`config.mk`:
```
export PLATFORM = sky130hd
export DESIGN_NAME = subleq_loader
export DESIGN_NICKNAME = d
export VERILOG_FILES = /design/src/rtl/subleq_loader.sv
export SDC_FILE = /design/constraint.sdc
export NUM_CORES = 1
export LEC_CHECK = 0
export BUFFER_PORTS_ARGS = -buffer_cell sky130_fd_sc_hd__clkbuf_2
export CAP_MARGIN = 20
export CORE_MARGIN = 1
export CORE_UTILIZATION = 30
export DETAILED_ROUTE_END_ITERATION = 12
export GPL_ROUTABILITY_DRIVEN = 0
export PLACE_DENSITY = 0.45
export SLEW_MARGIN = 20
export SYNTH_ARGS = -nofsm -noshare
export SYNTH_HDL_FRONTEND = slang
export SYNTH_SLANG_ARGS = --single-unit
```
`constraint.sdc`:
```
create_clock -name iCLK -period 4.3 [get_ports iCLK]
set_clock_uncertainty 0.1 [all_clocks]
set_input_delay 0.86 -clock iCLK [delete_from_list [all_inputs] [get_ports iCLK]]
set_output_delay 0.86 -clock iCLK [all_outputs]
set_load 0.1 [all_outputs]
```
`src/rtl/subleq_loader.sv`:
```
// subleq_loader: boot-time program loader for the subleq core.
// Receives LEN[7:0], LEN[15:8] (word count N) then N words LSB-first over a
// valid/ready byte stream, writes them from address 0 and holds the core in
// reset until the image is complete.
// Optional trailing XOR checksum byte: define SUBLEQ_LOADER_CHECKSUM_EN.
module subleq_loader #(
  parameter int unsigned ADDR_W = 13,
  parameter int unsigned WORD_W = 64
) (
  input  logic              iCLK,
  input  logic              iRST_n,
  input  logic [7:0]        iRX_DATA,
  input  logic              iRX_VALID,
  output logic              oRX_READY,
  input  logic              iRELOAD,
  output logic [ADDR_W-1:0] oMEM_ADDR,
  output logic [WORD_W-1:0] oMEM_DATA,
  output logic              oMEM_WREN,
  output logic              oCPU_RST,
  output logic              oDONE,
  output logic              oERR
);

  localparam int unsigned BPW = WORD_W / 8;
  localparam int unsigned BIW = (BPW > 1) ? $clog2(BPW) : 1;
  // Compare width wide enough for both the 16-bit count and 2**ADDR_W.
  localparam int unsigned CW  = (ADDR_W + 2 > 17) ? ADDR_W + 2 : 17;
  localparam logic [CW-1:0] MAX_N = CW'(1) << ADDR_W;

  typedef enum logic [2:0] {
    S_LEN0, S_LEN1, S_DATA, S_WRITE, S_CSUM, S_DONE, S_ERROR
  } state_t;

`ifdef SUBLEQ_LOADER_CHECKSUM_EN
  localparam state_t S_TAIL = S_CSUM;
`else
  localparam state_t S_TAIL = S_DONE;
`endif

  state_t              state_q, state_d;
  logic [15:0]         len_q, len_d;
  logic [ADDR_W:0]     word_q, word_d;
  logic [BIW-1:0]      byte_q, byte_d;
  logic [WORD_W-1:0]   shift_q, shift_d;
  logic [ADDR_W-1:0]   addr_q, addr_d;
  logic [WORD_W-1:0]   data_q, data_d;
  logic                done_q, done_d;
  logic                err_q, err_d;
  logic                cpu_rst_q, cpu_rst_d;
`ifdef SUBLEQ_LOADER_CHECKSUM_EN
  logic [7:0]          csum_q, csum_d;
`endif

  logic        accept;
  logic [15:0] n_full;

  // State register and all datapath flops.
  always_ff @(posedge iCLK or negedge iRST_n) begin
    if (!iRST_n) begin
      state_q   <= S_LEN0;
      len_q     <= '0;
      word_q    <= '0;
      byte_q    <= '0;
      shift_q   <= '0;
      addr_q    <= '0;
      data_q    <= '0;
      done_q    <= 1'b0;
      err_q     <= 1'b0;
      cpu_rst_q <= 1'b1;
`ifdef SUBLEQ_LOADER_CHECKSUM_EN
      csum_q    <= '0;
`endif
    end else begin
      state_q   <= state_d;
      len_q     <= len_d;
      word_q    <= word_d;
      byte_q    <= byte_d;
      shift_q   <= shift_d;
      addr_q    <= addr_d;
      data_q    <= data_d;
      done_q    <= done_d;
      err_q     <= err_d;
      cpu_rst_q <= cpu_rst_d;
`ifdef SUBLEQ_LOADER_CHECKSUM_EN
      csum_q    <= csum_d;
`endif
    end
  end

  // Next-state, byte packing and write-port staging.
  always_comb begin
    state_d = state_q;
    len_d   = len_q;
    word_d  = word_q;
    byte_d  = byte_q;
    shift_d = shift_q;
    addr_d  = addr_q;
    data_d  = data_q;

    oRX_READY = (state_q == S_LEN0) || (state_q == S_LEN1) ||
                (state_q == S_DATA) || (state_q == S_CSUM);
    accept    = iRX_VALID && oRX_READY;
    n_full    = {iRX_DATA, len_q[7:0]};
`ifdef SUBLEQ_LOADER_CHECKSUM_EN
    csum_d    = accept ? (csum_q ^ iRX_DATA) : csum_q;
`endif

    case (state_q)
      S_LEN0: begin
        if (accept) begin
          len_d[7:0] = iRX_DATA;
          state_d    = S_LEN1;
        end
      end
      S_LEN1: begin
        if (accept) begin
          len_d = n_full;
          if (n_full == 16'd0)             state_d = S_TAIL;
          else if (CW'(n_full) > MAX_N)    state_d = S_ERROR;
          else                             state_d = S_DATA;
        end
      end
      S_DATA: begin
        if (accept) begin
          shift_d[{byte_q, 3'b000} +: 8] = iRX_DATA;
          if (byte_q == BIW'(BPW - 1)) begin
            // Address/data are staged on entry so they are valid during WRITE.
            byte_d  = '0;
            addr_d  = word_q[ADDR_W-1:0];
            data_d  = shift_d;
            state_d = S_WRITE;
          end else begin
            byte_d = byte_q + 1'b1;
          end
        end
      end
      S_WRITE: begin
        word_d  = word_q + 1'b1;
        state_d = (CW'(word_d) == CW'(len_q)) ? S_TAIL : S_DATA;
      end
`ifdef SUBLEQ_LOADER_CHECKSUM_EN
      S_CSUM: begin
        if (accept) state_d = (iRX_DATA == csum_q) ? S_DONE : S_ERROR;
      end
`endif
      default: ;
    endcase

    if (iRELOAD) begin
      state_d = S_LEN0;
      len_d   = '0;
      word_d  = '0;
      byte_d  = '0;
      shift_d = '0;
      addr_d  = addr_q;
      data_d  = data_q;
`ifdef SUBLEQ_LOADER_CHECKSUM_EN
      csum_d  = '0;
`endif
    end

    done_d    = (state_d == S_DONE);
    err_d     = (state_d == S_ERROR);
    cpu_rst_d = (state_d != S_DONE);
  end

  // The strobe is gated by iRELOAD so an abort during WRITE suppresses it.
  assign oMEM_WREN = (state_q == S_WRITE) && !iRELOAD;
  assign oMEM_ADDR = addr_q;
  assign oMEM_DATA = data_q;
  assign oDONE     = done_q;
  assign oERR      = err_q;
  assign oCPU_RST  = cpu_rst_q;

endmodule
```
* Yosys cells after proc, flatten, opt, wreduce, memory -nomap -nowiden
Cells that the tools add are included.
** Word-level totals
- Register bits :: 180
- Bits of input ports :: 12
- Output and inout bits :: 82
- Word-level logic and storage cells :: 69
** Cells by class
- Add/subtract/negate cells :: 3
- Order comparisons :: 1
- Equal/unequal tests :: 10
- Shift operators :: 2
- Mux-type cells :: 24
- Bitwise logic cells :: 1
- Reduce and logical (&&, ||, !) cells :: 17
** Operators by type and width (count)
- $mux 64 :: 3
- $bwmux 64 :: 1
- $shift 8x8->64 const A :: 1
- $shiftx 8x8->64 :: 1
- $mux 3 :: 12
- $mux 16 :: 2
- $mux 14 :: 2
- $eq 14x16->1 :: 1
- $gt 16x14->1 const B :: 1
- $logic_not 16->1 :: 1
- $mux 8 :: 2
- $pmux 8 s2 :: 1
- $add 14x1->14 const B :: 1
- $eq 3x3->1 const B :: 4
- $pmux 3 s4 :: 1
- $reduce_bool 2->1 :: 5
- $neg 6->8 :: 1
- $eq 3x2->1 const B :: 2
- $reduce_and 2->1 :: 2
- $reduce_and 4->1 :: 1
- $add 3x1->3 const B :: 1
- $eq 3x1->1 const B :: 1
- $logic_not 3->1 :: 1
- $logic_or 1x1->1 :: 3
- other kinds (6) :: 7

* Longest topological paths before layout
Gate-level depths: netlist (run 1).
- Word-level depth :: 9
- Gate-level depth with buffers :: 11
- Depth with buffers taken out :: 8

* Least setup slack after synthesis (run 1)
Ideal clock, no wire load.
- Path type :: in2out
- From :: in iRELOAD
- To :: out oMEM_WREN
- Arrival time :: 2661 ps
- Required time :: 3340 ps
- Slack :: 679 ps
- Stages on the path :: 4
- Path buffers :: 3
- Path through :: clkbuf_1 -> clkbuf_1 -> clkbuf_1 -> nor2_1
** Between the ends
- Cells in the longest elaborated chain, start to end :: 2
** Ends and longest elaborated chain
- start: declaration :: line 15 : input logic iRELOAD,
- $logic_not 1->1 :: line 168 : assign oMEM_WREN = (state_q == S_WRITE) && !iRELOAD;
- $logic_and 1x1->1 :: line 168
- end: declaration :: line 18 : output logic oMEM_WREN,
Every way passes these cells.

* Worst setup path in the final report (run 1)
- From :: reg byte_q[0]
- To :: reg shift_q[4]
** Between the ends
- Cells in the longest elaborated chain, start to end :: 6
- Elaborated cells on any way between the ends :: 7
- Those cells by class :: 1 x add/sub; 2 x shift; 4 x mux
** Ends and longest elaborated chain
- start: declaration :: line 43 : logic [BIW-1:0] byte_q, byte_d;
- start signal: assignment :: line 77 : byte_q <= byte_d;
- $neg 6->8 * :: line 125 : shift_d[{byte_q, 3'b000} +: 8] = iRX_DATA;
- $shiftx 8x8->64 / $shift 8x8->64 (equally long branches) :: line 125
- $bwmux 64 * :: line 125
- $mux 64 * :: line 124 : if (accept) begin
- $mux 64 * :: line 108 : case (state_q)
- $mux 64 * :: line 149 : if (iRELOAD) begin
- end signal: assignment :: line 78 : shift_q <= shift_d;
- end: declaration :: line 44 : logic [WORD_W-1:0] shift_q, shift_d;
Every way passes the cells marked *; elsewhere a longest branch is shown, timed or not. The select of a mux whose other input is x is not followed.
A chain may end at the register's enable or synchronous reset.

==> metrics.txt, run 1 <==
post-route setup TNS=0 ns; Worst VDD drop=209 µV; RSZ-0062 raised after global routing=false; vias in the first global route=6181; Critical Path End Type=register; nets@finish=948; Tot GR Track Use=15.6%; Mapped Nets=885; Pleak=4.72 nW; Mapped Cells=865; Worst EP required=4.48 ns; post-detailed-route count of antenna-violating nets=0; DRC=0; Starting Density=30.6%; Die Area=29200 µm²; DP Area=9380 µm²; Synth Register Bits=180; compound-cell area share of the yosys netlist=9.61%; Setup crit start kind=register; CTS Sinks=180; largest net degree at the start of global routing=102; Clk Latency, worst-skew pair=0.43 ns; Post-CTS Setup Repair Bufs=0; Initial DRC Count=376; fin area=9980 µm²; vias per inst=4.71; Mean Syn Cell Area=9.88 µm²; Max Cap Viol=0; multi-input logic area=3760 µm²; CTS tree=done; Die Span Y=171 µm; synthesized area=8540 µm²; Seq pwr share=48.3%; GRT overflow=0; via count=6218; multiplexer share of the synthesized area=13.3%; register area share after synthesis=52.7%; Final Max Slew Viols=0; Main synth FF type=dfrtp_1; clock share of power=45.4%; worst-path fanout max=16; CTS Buffer Depth=2; fmax=315 MHz; clk root buf=clkbuf_16; fill cell count=2926; P per Cell Area=358 nW/µm²; # hold bufs at CTS=0; Internal=0.00269 W; Comb power frac=6.2%; Arr. time, crit path=3.35 ns; Crit Path Class=register to register; placed cell count=1287; TritonCTS buffer count=17; EDFF count, synth=0; post-route non-filler standard cell count=1319; status=completed; Routed WL=21800 µm; Avg WL per Cell=16.5 µm; antenna violations before repair=0; core area=27900 µm²; Tcrit/Tclk final=73.8%; ys async rst share=100%; Hold Vio Cnt, Final=0; # rows=61; register area=4510 µm²; endpoints failing setup=0; ratio of cells with drive above 1 in the final layout=17.1%; Synth Area in Simple Gates=16.8%; diode count=0; Slew @ Worst Pin=0.901 ns; xor and xnor area share after synthesis=3.18%; DR pass1 iterations=4; Die W=171 µm; Port Buffers=93; first-pass GRT wire length=35000 µm; Yosys cell types=51; CTS clk-pin slew, worst paths=0.07 ns; Rel. slew slack=39.9%; switch share=24.6%; main combinational cell family by area after synthesis=simple AND/OR/NAND/NOR gates; adder-cell share of the synthesized area=1.17%; min Tclk post-route=3.17 ns; hold crit path type=input pin to async pin; DP HPWL=14300 µm; CTS H-tree lvls=4; Net Sw Power=0.000878 W; I/O pin count=94; cells resized by post-CTS repair=0; Syn. warnings=0; Area Growth Syn to Fin=16.9%
path summary, 6_finish.rpt:
check	slack, ns	endpoint	cells past startpoint	from
setup / recovery	1.13	shift_q[4]$_DFFE_PN0P_	8	byte_q[0]$_DFFE_PN0P_
min in group iCLK	0.38	oMEM_DATA[21]$_DFFE_PN0P_	2	oMEM_DATA[21]$_DFFE_PN0P_
hold reg to reg	0.38	oMEM_DATA[21]$_DFFE_PN0P_	2	oMEM_DATA[21]$_DFFE_PN0P_
max in group asynchronous	3.13	oMEM_DATA[5]$_DFFE_PN0P_	2	iRST_n
setup reg to reg	1.13	shift_q[4]$_DFFE_PN0P_	8	byte_q[0]$_DFFE_PN0P_
hold / removal	0.15	oMEM_DATA[51]$_DFFE_PN0P_	1	iRST_n
final cells by class:
class                      instances  share of cell area [%]
multi-input combinational        616                    37.7
clock buffer                      22                    4.85
timing repair buffer             107                    6.18
clock inverter                    10                    1.20
inverter                           6                   0.226
sequential                       180                    45.1
tap                              378                    4.74
cell usage after synthesis (7+ instances only):
| master | count | area share (%) |
|---|---|---|
| a21oi_1 | 54 | 3.2 |
| nor2b_1 | 7 | 0.51 |
| mux2_2 | 12 | 1.6 |
| ha_1 | 8 | 1.2 |
| dfrtp_1 | 179 | 52 |
| nor2_1 | 72 | 3.2 |
| and3_1 | 12 | 0.88 |
| mux2i_1 | 100 | 12 |
| clkbuf_1 | 55 | 2.4 |
| nand3_1 | 11 | 0.64 |
| nor3_1 | 9 | 0.53 |
| o21ai_0 | 85 | 5.0 |
| and2_1 | 19 | 1.4 |
| nand4_1 | 7 | 0.51 |
| xor2_1 | 16 | 1.6 |
| xnor2_1 | 15 | 1.5 |
| nand2_1 | 147 | 6.5 |
cells by family after synthesis:
group,Yosys count
adder cells (fa/ha/maj),8
AND/OR/NAND/NOR,311
XOR/XNOR,31
buffers and inverters,69
flip-flops,180
multiplexers,112
AO/OA/AOI/OAI,154
power by group through the flow:
stage	clock network (W)	logic, W	registers, W
after floorplan	0	0.000127	0.00176
after global placement	0	0.000226	0.00176
after detailed placement	0	0.000227	0.00176
after CTS	0.00167	0.000228	0.00173
after global routing	0.00173	0.000250	0.00173
final	0.00162	0.000222	0.00173
critical path: stages, from the launching register on:
cell and delay, ns:
dfrtp_1 0.63, inv_1 0.17, ha_1 0.23, ha_1 0.32
nor4b_1 0.31, nand3_1 0.45, or2_2 0.58, mux2i_1 0.19
nor2_1 0.05
metrics by stage:
stage	worst slack, ns	hold WS, ns	total power [W]	utilization [%]
floorplan	0.679	0.386	0.00189	-
global placement	1.17	0.362	0.00199	33.6
detailed placement	1.15	0.371	0.00199	33.6
CTS	1.13	0.137	0.00362	35.7
global route	0.807	0.141	0.00371	35.7
finish	1.13	0.154	0.00357	35.7
cells in the final DEF, fill, tap and decap left out, types with 3 or more instances in the layout:
cell type,synthesis,final
ha_1,8,8
dfrtp_1,179,179
nand3_1,11,11
clkbuf_2,0,91
mux2_2,12,12
xnor2_1,15,15
clkbuf_16,0,17
nand2_1,147,147
nor4b_1,4,4
nand4_1,7,7
and2_1,19,19
xor2_1,16,16
o21ai_0,85,85
buf_4,2,12
nor2b_1,7,7
nor4_1,3,3
nor2_1,72,72
nor3b_1,3,3
nor3_1,9,9
a21oi_1,54,54
inv_6,0,3
buf_12,0,3
mux2i_1,100,100
inv_1,6,6
and3_1,12,12
a41oi_1,3,3
or3_1,3,3
clkbuf_8,0,4
state kept, by name, summed over array words and instances, names as in the netlist:
signal and count:
byte_q 3, oERR 1, state_q 3, oMEM_DATA 64
shift_q 64, len_q 16, oDONE 1, oCPU_RST 1
word_q 14, oMEM_ADDR 13
per-layer routing:
metal	up-vias	track usage [%]	part of all wire, %
li1	3085	-	-
met1	3020	21.9	50
met2	99	24.7	46
met3	14	2.57	3.0
met4	0	4.43	0.95
met5	-	0	0
Power figures use the tool's default switching activity.
==> run 2: changes to the inputs <==
- clock period: 4.3 -> 3.2 ns (I/O delays scaled with it)
==> run 2 against run 1 <==
Against the previous run:
- cell count up 1.6%
- total power up 43%
- non-clock buffer count up 21
- worst hold slack worse by 0.086 ns
- die area unchanged
- via count up 0.24%
- critical path type unchanged
- critical endpoint is now oCPU_RST$_DFF_PN1_
==> metrics.txt, run 2 (synthesis gave the netlist of run 1 again) <==
status=completed; uppermost layer routed=met4; ratio of cells with drive above 1 in the final layout=19.0% (+1.9 points); Rel. slew slack=40.5% (+0.61 points); Initial DRC Count=370 (-1.6%); CTS Buffer Depth=2 (unchanged); Slew @ Worst Pin=0.892 ns (-0.00921 ns); diode count=0 (unchanged); Clk Latency, worst-skew pair=0.43 ns (about the same); GRT overflow=0 (unchanged); clk root buf=clkbuf_16; Max Cap Viol=0 (unchanged); I/O pin count=94 (unchanged); Die W=171 µm (unchanged); Post-CTS Setup Repair Bufs=0 (unchanged); nets@finish=969 (+2.2%); Core Util, Final=36.6% (+0.84 points); Area Growth Syn to Fin=19.6%; Routed WL=22200 µm (+1.8%); Max stage delay on crit path=0.51 ns (-0.12 ns); cells resized by post-CTS repair=0 (unchanged); fmax=342 MHz (+8.5%); Die Span Y=171 µm (unchanged); min Tclk post-route=2.92 ns (-0.249 ns); worst-path fanout max=6 (-10); Port Buffers=93 (unchanged); Worst VDD drop=324 µV (+55%); via count=6233 (+0.24%); Met3 Wirelength=700 µm (+6.4%); commonest cells after routing, fill and taps aside=dfrtp_1 (179), nand2_1 (147), mux2i_1 (100); CTS clk-pin slew, worst paths=0.07 ns (about the same); CTS Sinks=180 (unchanged); Die Area=29200 µm² (unchanged); Final Max Slew Viols=0 (unchanged); CP cell instances=ha_1, xor2_1, a2111oi_0, o211ai_1, nor3_1, nand4_1, o21a_1, or4b_1; commonest non-fill, non-tap cell in the layout=dfrtp_1; first-pass GRT wire length=35400 µm (+1.1%); wl on met1=11000 µm (+1.4%); multi-input logic area=3760 µm² (unchanged); post-route setup TNS=0 ns (unchanged); DR pass1 iterations=4 (unchanged); post-detailed-route count of antenna-violating nets=0 (unchanged); TritonCTS buffer count=17 (unchanged); antenna violations before repair=0 (unchanged); DRC=0 (unchanged); Avg WL per Cell=16.5 µm (+0.18%); Setup crit start kind=register; endpoints failing setup=0 (unchanged); DP HPWL=14700 µm (+3.0%); # rows=61 (unchanged); hold crit path type=input pin to async pin; largest net degree at the start of global routing=72 (-29%); Hold Vio Cnt, Final=0 (unchanged); core area=27900 µm² (unchanged); Arr. time, crit path=3.18 ns (-0.17 ns); Starting Density=30.6% (unchanged); Crit Path Class=register to register; # hold bufs at CTS=0 (unchanged); CTS tree=done; RSZ-0062 raised after global routing=false; vias in the first global route=6124 (-0.92%); fill cell count=2912 (-0.48%); Tcrit/Tclk final=91.4% (+18 points); CTS H-tree lvls=4 (unchanged); Tot GR Track Use=16.0% (+0.38 points); P per Cell Area=501 nW/µm² (+40%); wire length on met2=10300 µm (+2.3%); vias per inst=4.65 (-1.3%); Worst EP required=3.45 ns (-1.03 ns); register area=4510 µm² (unchanged); Pleak=4.86 nW (+3.0%); Critical Path End Type=register; crit path max-delay cell type=or4b_1
[run 2: worst paths after layout]
path / cells past startpoint / end / from / slack (ns)
max: 8 / oCPU_RST$_DFF_PN1_ / word_q[0]$_DFFE_PN0P_ / 0.28
min: 1 / oMEM_DATA[52]$_DFFE_PN0P_ / iRST_n / 0.07
max reg2reg: 8 / oCPU_RST$_DFF_PN1_ / word_q[0]$_DFFE_PN0P_ / 0.28
min reg2reg: 2 / oMEM_DATA[30]$_DFFE_PN0P_ / oMEM_DATA[30]$_DFFE_PN0P_ / 0.38
max in group asynchronous: 2 / word_q[4]$_DFFE_PN0P_ / iRST_n / 2.14
min in group iCLK: 2 / oMEM_DATA[30]$_DFFE_PN0P_ / oMEM_DATA[30]$_DFFE_PN0P_ / 0.38
[run 2: per-stage QoR]
step | instances | area (µm²) | power [W] | setup slack [ns] | hold slack [ns]
after global routing | 1340 | 10200 | 0.00531 | 0.0642 | 0.101
after global placement | 1308 | 9530 | 0.00269 | 0.352 | 0.361
after detailed placement | 1308 | 9530 | 0.00269 | 0.223 | 0.370
after floorplan | 865 | 8540 | 0.00254 | 0.0187 | 0.244
final | 1340 | 10200 | 0.00512 | 0.276 | 0.0684
after CTS | 1340 | 10200 | 0.00519 | 0.273 | 0.0899
[run 2: cell type report]
type	count	share of cell area (%)
flip-flops and latches	180	44.1
repair buffers	128	7.46
clock buffers	19	4.43
clock inverters	13	2.35
inverters	6	0.220
well taps	378	4.63
multi-input cells	616	36.8
[run 2: worst max-delay path, delay by kind of cell (launching register included)]
kind / cells / cell delay (ns)
compound gates: 3 / 0.85
fa+ha+maj: 1 / 0.35
flops: 1 / 0.46
simple gates: 3 / 0.91
xor+xnor: 1 / 0.17
[run 2: routing by layer]
layer | vias up | track usage [%]
met4 | 0 | 3.76
met1 | 3007 | 22.7
met2 | 111 | 24.9
met5 | - | 0
met3 | 13 | 3.12
li1 | 3102 | -
[run 2: report_power, final]
part | total, W | internal (W) | switching [W]
clock | 0.00248 | 0.00152 | 0.000959
combinational | 0.000314 | 0.0000931 | 0.000221
sequential | 0.00232 | 0.00230 | 0.0000246
total | 0.00512 | 0.00391 | 0.00121
